`src/rtl/mips_rf_pkg.sv`:
```
// Shared widths and types for the register-file write arbiter and its scoreboard.
package mips_rf_pkg;

   localparam int unsigned REG_ADDR_W = 5;
   localparam int unsigned DATA_W     = 32;
   localparam int unsigned NUM_REGS   = 2 ** REG_ADDR_W;

   localparam logic [REG_ADDR_W-1:0] REG_ZERO = '0;

   typedef enum logic {
      REQ_A = 1'b0,
      REQ_B = 1'b1
   } requester_t;

endpackage

```
`src/rtl/mips_rf_scoreboard.sv`:
```
// Pending-write scoreboard: one bit per architectural register, set on reserve,
// cleared on commit; register 0 never pends.
module mips_rf_scoreboard
   import mips_rf_pkg::*;
(
   input  logic                  clk,
   input  logic                  reset,
   input  logic                  set_valid,
   input  logic [REG_ADDR_W-1:0] set_reg,
   input  logic                  clr_valid,
   input  logic [REG_ADDR_W-1:0] clr_reg,
   input  logic [REG_ADDR_W-1:0] lookup_1,
   input  logic [REG_ADDR_W-1:0] lookup_2,
   output logic                  hit_1,
   output logic                  hit_2,
   output logic [NUM_REGS-1:0]   pending_mask
);

   logic [NUM_REGS-1:0] mask_nxt;

   // Clear first so a same-cycle reservation of the committing register survives.
   always_comb begin
      mask_nxt = pending_mask;
      if (clr_valid)
         mask_nxt[clr_reg] = 1'b0;
      if (set_valid && (set_reg != REG_ZERO))
         mask_nxt[set_reg] = 1'b1;
      mask_nxt[0] = 1'b0;
   end

   always_ff @(posedge clk) begin
      if (reset)
         pending_mask <= '0;
      else
         pending_mask <= mask_nxt;
   end

   assign hit_1 = pending_mask[lookup_1];
   assign hit_2 = pending_mask[lookup_2];

endmodule

```
`src/rtl/mips_regfile_write_arbiter.sv`:
```
// Round-robin arbiter between ALU (A) and load (B) writeback into the single
// register-file write port, with a registered write stage and RAW scoreboard.
module mips_regfile_write_arbiter
   import mips_rf_pkg::*;
(
   input  logic                  clk,
   input  logic                  reset,
   input  logic                  a_valid,
   output logic                  a_ready,
   input  logic [REG_ADDR_W-1:0] a_reg,
   input  logic [DATA_W-1:0]     a_data,
   input  logic                  b_valid,
   output logic                  b_ready,
   input  logic [REG_ADDR_W-1:0] b_reg,
   input  logic [DATA_W-1:0]     b_data,
   input  logic                  reserve_valid,
   input  logic [REG_ADDR_W-1:0] reserve_reg,
   input  logic [REG_ADDR_W-1:0] read_reg_1,
   input  logic [REG_ADDR_W-1:0] read_reg_2,
   output logic                  hazard_1,
   output logic                  hazard_2,
   output logic [REG_ADDR_W-1:0] write_reg,
   output logic [DATA_W-1:0]     write_data,
   output logic                  signal_reg_write,
   output logic [NUM_REGS-1:0]   pending_mask
);

   requester_t last_grant;
   requester_t last_grant_nxt;

   always_ff @(posedge clk) begin
      if (reset)
         last_grant <= REQ_B;
      else
         last_grant <= last_grant_nxt;
   end

   // A lone requester always wins; on a tie the one not granted last goes.
   always_comb begin
      a_ready        = 1'b0;
      b_ready        = 1'b0;
      last_grant_nxt = last_grant;
      if (!reset) begin
         if (a_valid && (!b_valid || (last_grant == REQ_B)))
            a_ready = 1'b1;
         else if (b_valid)
            b_ready = 1'b1;
      end
      if (a_ready)
         last_grant_nxt = REQ_A;
      else if (b_ready)
         last_grant_nxt = REQ_B;
   end

   // Write stage: one-cycle pulse per transfer; register 0 is accepted but not written.
   always_ff @(posedge clk) begin
      if (reset) begin
         signal_reg_write <= 1'b0;
         write_reg        <= '0;
         write_data       <= '0;
      end else if (a_ready) begin
         signal_reg_write <= (a_reg != REG_ZERO);
         write_reg        <= a_reg;
         write_data       <= a_data;
      end else if (b_ready) begin
         signal_reg_write <= (b_reg != REG_ZERO);
         write_reg        <= b_reg;
         write_data       <= b_data;
      end else begin
         signal_reg_write <= 1'b0;
      end
   end

   mips_rf_scoreboard u_scoreboard (
      .clk          (clk),
      .reset        (reset),
      .set_valid    (reserve_valid),
      .set_reg      (reserve_reg),
      .clr_valid    (signal_reg_write),
      .clr_reg      (write_reg),
      .lookup_1     (read_reg_1),
      .lookup_2     (read_reg_2),
      .hit_1        (hazard_1),
      .hit_2        (hazard_2),
      .pending_mask (pending_mask)
   );

endmodule

```
`config.mk`:
```
export PLATFORM = sky130hd
export DESIGN_NAME = mips_regfile_write_arbiter
export DESIGN_NICKNAME = d
export VERILOG_FILES = /design/src/rtl/mips_rf_pkg.sv /design/src/rtl/mips_rf_scoreboard.sv /design/src/rtl/mips_regfile_write_arbiter.sv
export SDC_FILE = /design/constraint.sdc
export NUM_CORES = 1
export LEC_CHECK = 0
export ABC_CLOCK_PERIOD_IN_PS = 2200
export CAP_MARGIN = 15
export CORE_MARGIN = 2
export CORE_UTILIZATION = 40
export DETAILED_ROUTE_END_ITERATION = 7
export DONT_BUFFER_PORTS = 1
export PLACE_DENSITY_LB_ADDON = 0.3
export SETUP_SLACK_MARGIN = 0.3
export SYNTH_ARGS = -nofsm -noshare
export SYNTH_HDL_FRONTEND = slang
export SYNTH_HIERARCHICAL = 1
export SYNTH_SLANG_ARGS = --single-unit
```
`constraint.sdc`:
```
create_clock -name clk -period 2.2 [get_ports clk]
set_clock_uncertainty 0.2 [all_clocks]
set_input_delay 0.55 -clock clk [delete_from_list [all_inputs] [get_ports clk]]
set_output_delay 0.55 -clock clk [all_outputs]
set_load 0.05 [all_outputs]
```
### Word level (Yosys, flattened, before mapping)

Index checks and enable logic that the tools add are counted.

| word-level totals | value |
|---|---|
| register bits | 71 |
| bits of input ports | 94 |
| output and inout bits | 74 |
| word-level logic and storage cells | 48 |

| operators by class | value |
|---|---|
| $lt $le $gt $ge | 6 |
| mux-type cells | 23 |
| bitwise gates (word level) | 3 |
| reductions and logical operators | 10 |

Operators by type and width:

| cell | count |
|---|---|
| $mux 32 | 4 |
| $and 32x32->32 | 1 |
| $not 32->32 | 1 |
| $or 32x32->32 | 1 |
| $lt 5x6->1 const B | 4 |
| $reduce_bool 5->1 | 3 |
| $mux 1 | 13 |
| $bmux 1 s5 | 2 |
| $demux 1 s5 | 2 |
| $ge 5x1->1 const B | 2 |
| $mux 5 | 2 |
| $logic_and 1x1->1 | 4 |
| $reduce_bool 2->1 | 1 |
| $logic_not 1->1 | 1 |
| $logic_or 1x1->1 | 1 |

### Logic depth before layout (Yosys ltp)

Gate-level depths: netlist (run 1).

| logic depth | value |
|---|---|
| depth after elaboration | 9 |
| depth in mapped cells | 5 |

### Modules after synthesis

The synthesis (run 1) kept the hierarchy.

Modules (own cells, without submodules):

| module | instances | cells an instance | area an instance (um^2) | sequential area each (um^2) |
|---|---|---|---|---|
| mips_regfile_write_arbiter | 1 | 186 | 1,864.3 | 780.7 |
| mips_rf_scoreboard | 1 | 232 | 1,833.0 | 620.6 |

### Worst setup path before layout (run 1)

OpenSTA, ideal clock, no wires.

| timing path | value |
|---|---|
| path kind | in2out |
| start point | input read_reg_1[1] |
| end point | output hazard_1 |
| data arrival time | 1,965 ps |
| slack | -515 ps |
| stages on the path | 5 |
| cells stage by stage | buf_2 -> mux4_2 -> nand2b_1 -> o211ai_1 -> nand4_1 |

| between the ends | value |
|---|---|
| word-level cells in the longest chain between the ends | 2 |

Ends and longest elaborated chain:

| item | line | RTL |
|---|---|---|
| from (decl) | mips_regfile_write_arbiter.sv:18 | `input logic [REG_ADDR_W-1:0] read_reg_1,` |
| $bmux 1 s5 | mips_rf_scoreboard.sv:38 | `assign hit_1 = pending_mask[lookup_1];` |
| $mux 1 (not written as such) | mips_rf_scoreboard.sv:38 |  |
| to (decl) | mips_regfile_write_arbiter.sv:20 | `output logic hazard_1,` |

No other way between the ends. The select of a mux whose other input is x is not followed.

### Worst setup path in the final report (run 1)

| timing path | value |
|---|---|
| start point | register u_scoreboard.pending_mask[7] |
| end point | output hazard_2 |

| between the ends | value |
|---|---|
| word-level cells in the longest chain between the ends | 2 |

Ends and longest elaborated chain:

| item | line | RTL |
|---|---|---|
| from (decl) | mips_rf_scoreboard.sv:16 | `output logic [NUM_REGS-1:0] pending_mask` |
| from (signal assigned) | mips_rf_scoreboard.sv:35 | `pending_mask <= mask_nxt;` |
| $bmux 1 s5 | mips_rf_scoreboard.sv:39 | `assign hit_2 = pending_mask[lookup_2];` |
| $mux 1 (not written as such) | mips_rf_scoreboard.sv:39 |  |
| to (decl) | mips_regfile_write_arbiter.sv:21 | `output logic hazard_2,` |

No other way between the ends. The select of a mux whose other input is x is not followed.

==> reports/qor.txt, run 1 <==
Clock transition at path regs: 80 ps
first-pass GRT wire length: 17900 um
Tot Pwr: 3.16 mW
total die area: 10000 um^2
Post-synth top cells: dfxtp_1, nand2_1, inv_1
final setup margin: -268 ps
Post-Syn Nets: 512
Total Nets Final: 544
vias per std cell: 6.21
post-synthesis async set-or-reset flop share: 0%
DRC: 0
DR pass1 iterations: 4
I/O pin count: 168
Yosys reg bits: 70
clock buffer depth: 2
synthesized area: 3700 um^2
Initial DRC Count: 124
HP Class: primary input to flop
fmax: 405 MHz
vias: 3516
gp weighted congestion: 0.865
ys flop type: dfxtp_1
post-synthesis sequential area ratio: 37.9%
vias in the first global route: 3448
synth top area cells: dfxtp_1, a2111oi_0, a221o_1, a21oi_1, mux2i_1
Worst path slowest cell: mux4_2
failing checks: setup timing
final wirelength: 11400 um
initial antenna violation count: 0
PD cells: 720 nW/um^2
post-synthesis instance total: 418
reg2reg path depth: 5
Worst EP required: 1450 ps
Worst Setup End Kind: primary output
Final period util: 112%
CP Launch Point: u_scoreboard/pending_mask[7]$_SDFF_PP0_
Remaining Overflow, GRT: 0
GRT Overall Usage: 22.7%
outcome: complete, but fails checks
root buf cell: clkbuf_8
placed wire-length estimate: 8330 um
count of input and output buffers: 0
number of flip-flops in the largest register: 32
layout cells sized above 1: 25.3%
multiplexer share of the synthesized area: 8.53%
Tmin final: 2470 ps
Netlist cell types: 36
r2r setup slk: 430 ps
Critical Path Source Type: flop
max cap viols: 0
largest area contributor in the netlist: dfxtp_1
Synth Warn #: 6
final setup vio count: 2
FP Rows: 35
critical path depth: 5
Std-Cell Core Area: 9110 um^2
largest net degree at the start of global routing: 74
Worst slew margin: 64.9%
Peak VDD IR: 342 uV
CP max stage delay: 480 ps
arrival time worst endpoint: 1720 ps
area delta synth->final: 18.5%
P_leak: 1.73 nW
TritonCTS clock tree: done
final hold vios: 0
initial core utilization: 40.6%
Register Area: 1420 um^2
Post-synth EDFFs: 0
RSZ-0062 raised after global routing: true
RR Startpoint: last_grant$_SDFFE_PP1P_
routed wire length per instance: 20.2 um
chip width: 100 um
syn_area_per_cell: 8.85 um^2
Worst path top cell family by delay: multiplexers
Sink Count: 70
capturing point of the worst reg2reg path: write_data[4]$_SDFFE_PP0P_
complex-gate fraction of the synthesized area: 31.0%
most common cell in the synthesized netlist: dfxtp_1
main combinational cell family by area after synthesis: compound AO/OA/AOI/OAI gates
Worst Setup Path Type: flop to primary output
CP cell instances: mux4_2 -> nand2b_4 -> o211ai_1 -> nand4_1 -> buf_6
post-route ant nets: 0
worst hold stages: 1
Synth Area in XOR/XNOR: 0%
Max Transition Viols Final: 0
CTS Buf Count: 9
area of the multi-input gates: 2020 um^2
H-tree depth: 3
Synth top area share: 37.9%
CP endpoint: hazard_2
Worst Tran Pin Value: 513 ps
number of diodes: 0
Post-Synth Adder-Cell Area: 0%
Post-Synth Simple-Gate Area: 13.4%
worst-skew pair later-pin latency: 350 ps
CP max FO: 4
chip height: 100 um
Fillers: 896
CP bufs+invs: 1
dpl ws: -149 ps
==> logic make-up (layout without fill, tap and decap cells) <==
| family | after synthesis | after routing |
|---|---|---|
| AOI/OAI and AO/OA | 154 | 154 |
| and+or+nand+nor | 97 | 98 |
| buffers and inverters | 72 | 108 |
| DFF | 70 | 70 |
| muxes | 24 | 24 |
| other | 1 | 1 |
==> power breakdown <==
| group | internal [mW] | total [mW] | switching [mW] |
|---|---|---|---|
| sequential | 1.34 | 1.58 | 0.245 |
| clock | 0.672 | 1.16 | 0.489 |
| combinational | 0.176 | 0.411 | 0.236 |
==> cell type report <==
class / instances / share of cell area [%]
inverters: 39 / 3.34
flip-flops and latches: 70 / 32.4
repair buffers: 53 / 9.83
clock inverters: 5 / 1.89
clock buffers: 11 / 3.23
multi-input cells: 277 / 46.2
well taps: 111 / 3.17
==> worst min-delay path by stage <==
stage	start	to	slack, ps
floorplan	last_grant$_SDFFE_PP1P_	last_grant$_SDFFE_PP1P_	270
global placement	last_grant$_SDFFE_PP1P_	last_grant$_SDFFE_PP1P_	280
detailed placement	u_scoreboard/pending_mask[30]$_SDFF_PP0_	u_scoreboard/pending_mask[30]$_SDFF_PP0_	300
CTS	reset	u_scoreboard/pending_mask[31]$_SDFF_PP0_	50
global route	reset	u_scoreboard/pending_mask[28]$_SDFF_PP0_	50
finish	reset	u_scoreboard/pending_mask[27]$_SDFF_PP0_	90
==> cell usage in the layout (no fill, tap or decap), drive strengths merged, types with 11 or more instances in the layout <==
cell,synthesis,layout
clkbuf,16,11
mux2i,18,18
dfxtp,70,70
a2111oi,37,37
nand2,41,41
a221o,37,37
a21oi,37,37
nor2,12,12
inv,39,39
nand3,11,11
o21ai,32,32
buf,17,53
==> repair_timing <==
action                     CTS  global route
buffers inserted             2             0
setup endpoints to repair    4             5
pin swaps                    3             3
hold endpoints to repair     0             0
hold buffers                 0             0
gates resized for setup     13             8
cloned                       1             0
==> routing by layer <==
metal	share of wire (%)	global-route usage, %	routed length [um]
met5	0	0	0
met4	0.88	8.22	100
met3	9.6	6.89	1100
met2	49	37.7	5640
met1	40	27.9	4570
==> through the flow <==
step                hold WS (ps)  instance area [um^2]  TNS [ps]  instances  util, %
detailed placement           300                  4070      -274        547     44.7
finish                      85.2                  4380      -499        566     48.1
floorplan                    273                  3760      -800        418        -
CTS                         48.2                  4360      -524        566     47.8
global placement             285                  4070      -258        547     44.7
global route                45.2                  4380      -626        566     48.1
Note: power is estimated with default switching activity, not from simulation.
==> inputs of run 2 (changes only) <==
--- a/config.mk
+++ b/config.mk
@@ -6,9 +6,10 @@
 export NUM_CORES = 1
 export LEC_CHECK = 0
 export ABC_CLOCK_PERIOD_IN_PS = 2200
-export CAP_MARGIN = 15
+export CELL_PAD_IN_SITES_DETAIL_PLACEMENT = 2
+export CELL_PAD_IN_SITES_GLOBAL_PLACEMENT = 2
 export CORE_MARGIN = 2
-export CORE_UTILIZATION = 40
+export CORE_UTILIZATION = 32
 export DETAILED_ROUTE_END_ITERATION = 7
 export DONT_BUFFER_PORTS = 1
 export PLACE_DENSITY_LB_ADDON = 0.3
==> run 2 against run 1 <==
Effect of this change:
- the flow still finishes with violations (setup timing)
- setup slack hardly changed
- worst hold slack better by 4.9 ps
- via count is 3.4% higher
- die area is 24% higher
- design area is 3.7% higher
- clock power is 33% higher
- critical path type unchanged
- critical endpoint unchanged
- largest cell class unchanged
- highest routed layer unchanged
==> reports/qor.txt, run 2 (synthesized netlist as in run 1, its figures left out) <==
CP max FO: 3
outcome: complete, but fails checks
initial core utilization: 32.5%
Placed Cells: 583
Std-Cell Core Area: 11400 um^2
gp weighted congestion: 0.857
DR pass1 iterations: 4
area delta synth->final: 22.9%
Critical Path Source Type: flop
max cap viols: 0
Worst EP required: 1450 ps
I/O pin count: 168
Register Area: 1420 um^2
vias: 3636
fmax: 405 MHz
largest net degree at the start of global routing: 74
clock buffer depth: 2
TritonCTS clock tree: done
worst-skew pair later-pin latency: 330 ps
Post-DP Area: 4130 um^2
Worst Setup End Kind: primary output
final wirelength: 14100 um
worst hold slack: 90.1 ps
total die area: 12400 um^2
chip width: 111 um
fin cells: 604
routed wire length per instance: 23.3 um
layout cells sized above 1: 25.8%
GRT Overall Usage: 22.5%
Remaining Overflow, GRT: 0
Tot Pwr: 3.55 mW
Clock transition at path regs: 60 ps
Worst Tran Pin Value: 655 ps
DRC: 0
P_leak: 1.80 nW
Layout Utilization: 40.0%
placed wire-length estimate: 10300 um
Tmin final: 2470 ps
Setup TNS: -534 ps
Fillers: 1272
initial antenna violation count: 0
vias per std cell: 6.02
root buf cell: clkbuf_16
Total Nets Final: 551
Worst Setup Path Type: flop to primary output
vias in the first global route: 4138
number of diodes: 0
H-tree depth: 3
PD cells: 781 nW/um^2
Max Transition Viols Final: 0
final hold vios: 0
post-route ant nets: 0
final setup vio count: 2
Worst slew margin: 55.2%
RSZ-0062 raised after global routing: true
first-pass GRT wire length: 22400 um
Peak VDD IR: 320 uV
CTS Buf Count: 9
failing checks: setup timing
most common cell after layout, fill and taps aside: dfxtp_1
arrival time worst endpoint: 1720 ps
Sink Count: 70
final setup margin: -268 ps
Final Cell Area: 4540 um^2
most frequent cells in the layout: dfxtp_1, buf_4, nand2_1
chip height: 111 um
dpl ws: -166 ps
number of flip-flops in the largest register: 32
FP Rows: 39
area of the multi-input gates: 2030 um^2
Initial DRC Count: 123
count of input and output buffers: 0
HP Class: primary input to flop
Final period util: 112%
## run 2: what timing repair did
item / in CTS / in global routing
setup endpoints to repair: 5 / 6
hold buffers: 0 / 0
buffers inserted: 5 / 0
pin swaps: 4 / 2
gates cloned: 1 / 0
gates resized for setup: 19 / 3
## run 2: final cells by class
cell class,count,area share (%)
Clock buffer,10,5.04
Inverter,39,3.22
Multi-Input combinational cell,277,44.6
Clock inverter,5,1.65
Sequential cell,70,31.2
Timing Repair Buffer,60,10.4
Tap cell,143,3.94
## run 2: final timing paths
check | slack, ps | depth (start not counted) | to | startpoint
max | -270 | 4 | hazard_2 | u_scoreboard/pending_mask[19]$_SDFF_PP0_
min | 90 | 1 | u_scoreboard/pending_mask[21]$_SDFF_PP0_ | reset
max reg2reg | 370 | 5 | write_data[0]$_SDFFE_PP0P_ | last_grant$_SDFFE_PP1P_
min reg2reg | 310 | 2 | u_scoreboard/pending_mask[21]$_SDFF_PP0_ | u_scoreboard/pending_mask[21]$_SDFF_PP0_
## run 2: worst max-delay path: stages (launching register included)
cell       delay (ps)
dfxtp_1           340
mux4_2            500
o2111ai_2         190
nand4_1           170
buf_6             190
## run 2: report_power, final
part | internal, mW | switching [mW] | total (mW) | leakage, nW
combinational | 0.176 | 0.244 | 0.420 | 1.07
clock | 0.980 | 0.557 | 1.54 | 0.152
sequential | 1.34 | 0.253 | 1.59 | 0.579
## run 2: per-layer routing
metal / GRT usage (%) / up-vias / wire [um]
met5: 0 / - / 0
met4: 7.16 / 0 / 241
met3: 5.66 / 19 / 878
met2: 41.4 / 133 / 7260
met1: 25.5 / 1826 / 5710
li1: - / 1658 / -
==> inputs of run 3 (changes only) <==
--- a/config.mk
+++ b/config.mk
@@ -8,10 +8,8 @@
 export ABC_CLOCK_PERIOD_IN_PS = 2200
 export CELL_PAD_IN_SITES_DETAIL_PLACEMENT = 2
 export CELL_PAD_IN_SITES_GLOBAL_PLACEMENT = 2
-export CORE_MARGIN = 2
-export CORE_UTILIZATION = 32
+export CORE_UTILIZATION = 21
 export DETAILED_ROUTE_END_ITERATION = 7
-export DONT_BUFFER_PORTS = 1
 export PLACE_DENSITY_LB_ADDON = 0.3
 export SETUP_SLACK_MARGIN = 0.3
 export SYNTH_ARGS = -nofsm -noshare
==> run 3 against run 2 <==
Effect of this change:
- the flow still finishes with violations (setup timing)
- utilization decreased by 4.3 points
- via count is 16% higher
- global-route usage shrank 4.0 points
- combinational power is 140% higher
- clock-buffer cell count up 2
- non-clock buffer count is 151 higher
- design area increased by 35%
- clock power about the same
- wire length rose by 18%
- worst hold slack gained 200 ps
- first-iteration DRC count rose by 50%
- power increased by 12%
- critical path type is now primary input to primary output
- critical endpoint unchanged
- highest routed layer unchanged
==> reports/qor.txt, run 3 (synthesized netlist as in run 1, its figures left out) <==
reg2reg path depth: 5
Peak VDD IR: 317 uV
fmax: 405 MHz
most common cell after layout, fill and taps aside: buf_4
area of the multi-input gates: 2040 um^2
PD cells: 647 nW/um^2
Worst Setup End Kind: primary output
total die area: 18100 um^2
Clock transition at path regs: 50 ps
TritonCTS clock tree: done
capturing point of the worst reg2reg path: write_reg[0]$_SDFFE_PP0P_
Worst slew margin: 63.0%
CTS Hold Bufs: 0
max cap viols: 0
DR pass1 iterations: 4
Max Transition Viols Final: 0
worst-skew pair later-pin latency: 340 ps
Sink Count: 70
Total Nets Final: 701
CP Launch Point: read_reg_2[0]
Register Area: 1420 um^2
largest net degree at the start of global routing: 38
number of flip-flops in the largest register: 32
layout cells sized above 1: 31.2%
Critical Path Source Type: primary input
P_leak: 2.53 nW
final setup vio count: 2
Layout Utilization: 35.7%
dpl ws: -767 ps
HP Class: flop to flop
DRC: 0
count of input and output buffers: 166
RR Startpoint: last_grant$_SDFFE_PP1P_
worst hold stages: 1
most frequent cells in the layout: buf_4, clkdlybuf4s50_1, dfxtp_1
CP cell instances: buf_2 -> mux4_2 -> nand2b_4 -> o2111ai_4 -> nand4_1 -> buf_6
Worst path slowest cell: mux4_2
number of diodes: 0
final setup margin: -272 ps
gp weighted congestion: 0.819
initial antenna violation count: 0
first-pass GRT wire length: 25800 um
RSZ-0062 raised after global routing: true
CP max FO: 2
placed wire-length estimate: 12100 um
final hold vios: 0
chip width: 135 um
r2r setup slk: 400 ps
CP max stage delay: 510 ps
vias: 4225
Initial DRC Count: 185
arrival time worst endpoint: 1720 ps
root buf cell: clkbuf_16
CTS Buf Count: 9
Tmin final: 2470 ps
H-tree depth: 3
Remaining Overflow, GRT: 0
FP Rows: 48
clock buffer depth: 2
area delta synth->final: 66.3%
Final period util: 112%
initial core utilization: 21.5%
Hold Crit Start: write_data[8]$_SDFFE_PP0P_
Hold EP: write_data[8]$_SDFFE_PP0P_
Worst Tran Pin Value: 541 ps
vias per std cell: 5.05
chip height: 135 um
Worst EP required: 1450 ps
post-route ant nets: 0
GRT Overall Usage: 18.5%
outcome: complete, but fails checks
Final Cell Area: 6150 um^2
Fillers: 1911
Worst Setup Path Type: primary input to primary output
Std-Cell Core Area: 17200 um^2
I/O pin count: 168
failing checks: setup timing
vias in the first global route: 4684
final wirelength: 16600 um
Post-DP Area: 5660 um^2
routed wire length per instance: 19.9 um
run 3: changes by cell type in the layout (fill, tap and decap cells not counted), sizes merged:
cell / delta
bufbuf: +1
and3b: -1
clkinv: -1
clkdlybuf4s50: +80
buf: +64
dlygate4sd2: +3
dlymetal6s2s: +1
clkbuf: +4
run 3: layer usage:
layer | vias to the layer above | track usage (%) | part of all wire [%]
met3 | 12 | 6.01 | 8.0
li1 | 1973 | - | -
met1 | 2090 | 21.3 | 42
met2 | 150 | 32.0 | 49
met4 | 0 | 6.18 | 1.4
met5 | - | 0 | 0
run 3: worst max path at each step:
| stage | to | slack, ps | cells after the start |
|---|---|---|---|
| detailed placement | hazard_2 | -770 | 6 |
| floorplan | hazard_1 | -400 | 5 |
| CTS | hazard_2 | -280 | 5 |
| global placement | hazard_2 | -750 | 6 |
| finish | hazard_2 | -270 | 6 |
| global route | hazard_2 | -330 | 5 |
run 3: final cells by class:
type	count	share of cell area (%)
flip-flops and latches	70	23.1
clock buffers	12	4.01
inverters	39	2.38
multi-input cells	276	33.2
well taps	225	4.58
repair buffers	211	31.6
clock inverters	4	1.14
run 3: repair_timing:
item,4_1_cts,5_1_grt
gates cloned,1,1
setup buffers,5,1
endpoints found under the setup margin,44,6
resized for setup,57,12
pin swaps,7,5
run 3: metrics by stage:
stage / hold slack (ps) / power [mW] / TNS [ps] / std cells
global route: 299 / 4.13 / -626 / 837
detailed placement: 274 / 2.40 / -8800 / 813
floorplan: 273 / 1.95 / -800 / 418
CTS: 296 / 4.02 / -519 / 835
global placement: 272 / 2.38 / -6750 / 813
finish: 295 / 3.98 / -492 / 837
run 3: critical path: cells and delay by family:
kind                   cells  cell delay [ps]
and+or+nand+nor            2              300
muxes                      1              510
buffers and inverters      2              290
AOI/OAI and AO/OA          1               60
run 3: power breakdown:
part           leakage (nW)  switching, mW  internal (mW)
Combinational          1.79          0.560          0.431
Sequential            0.580         0.0698           1.34
Clock                 0.157          0.555           1.02
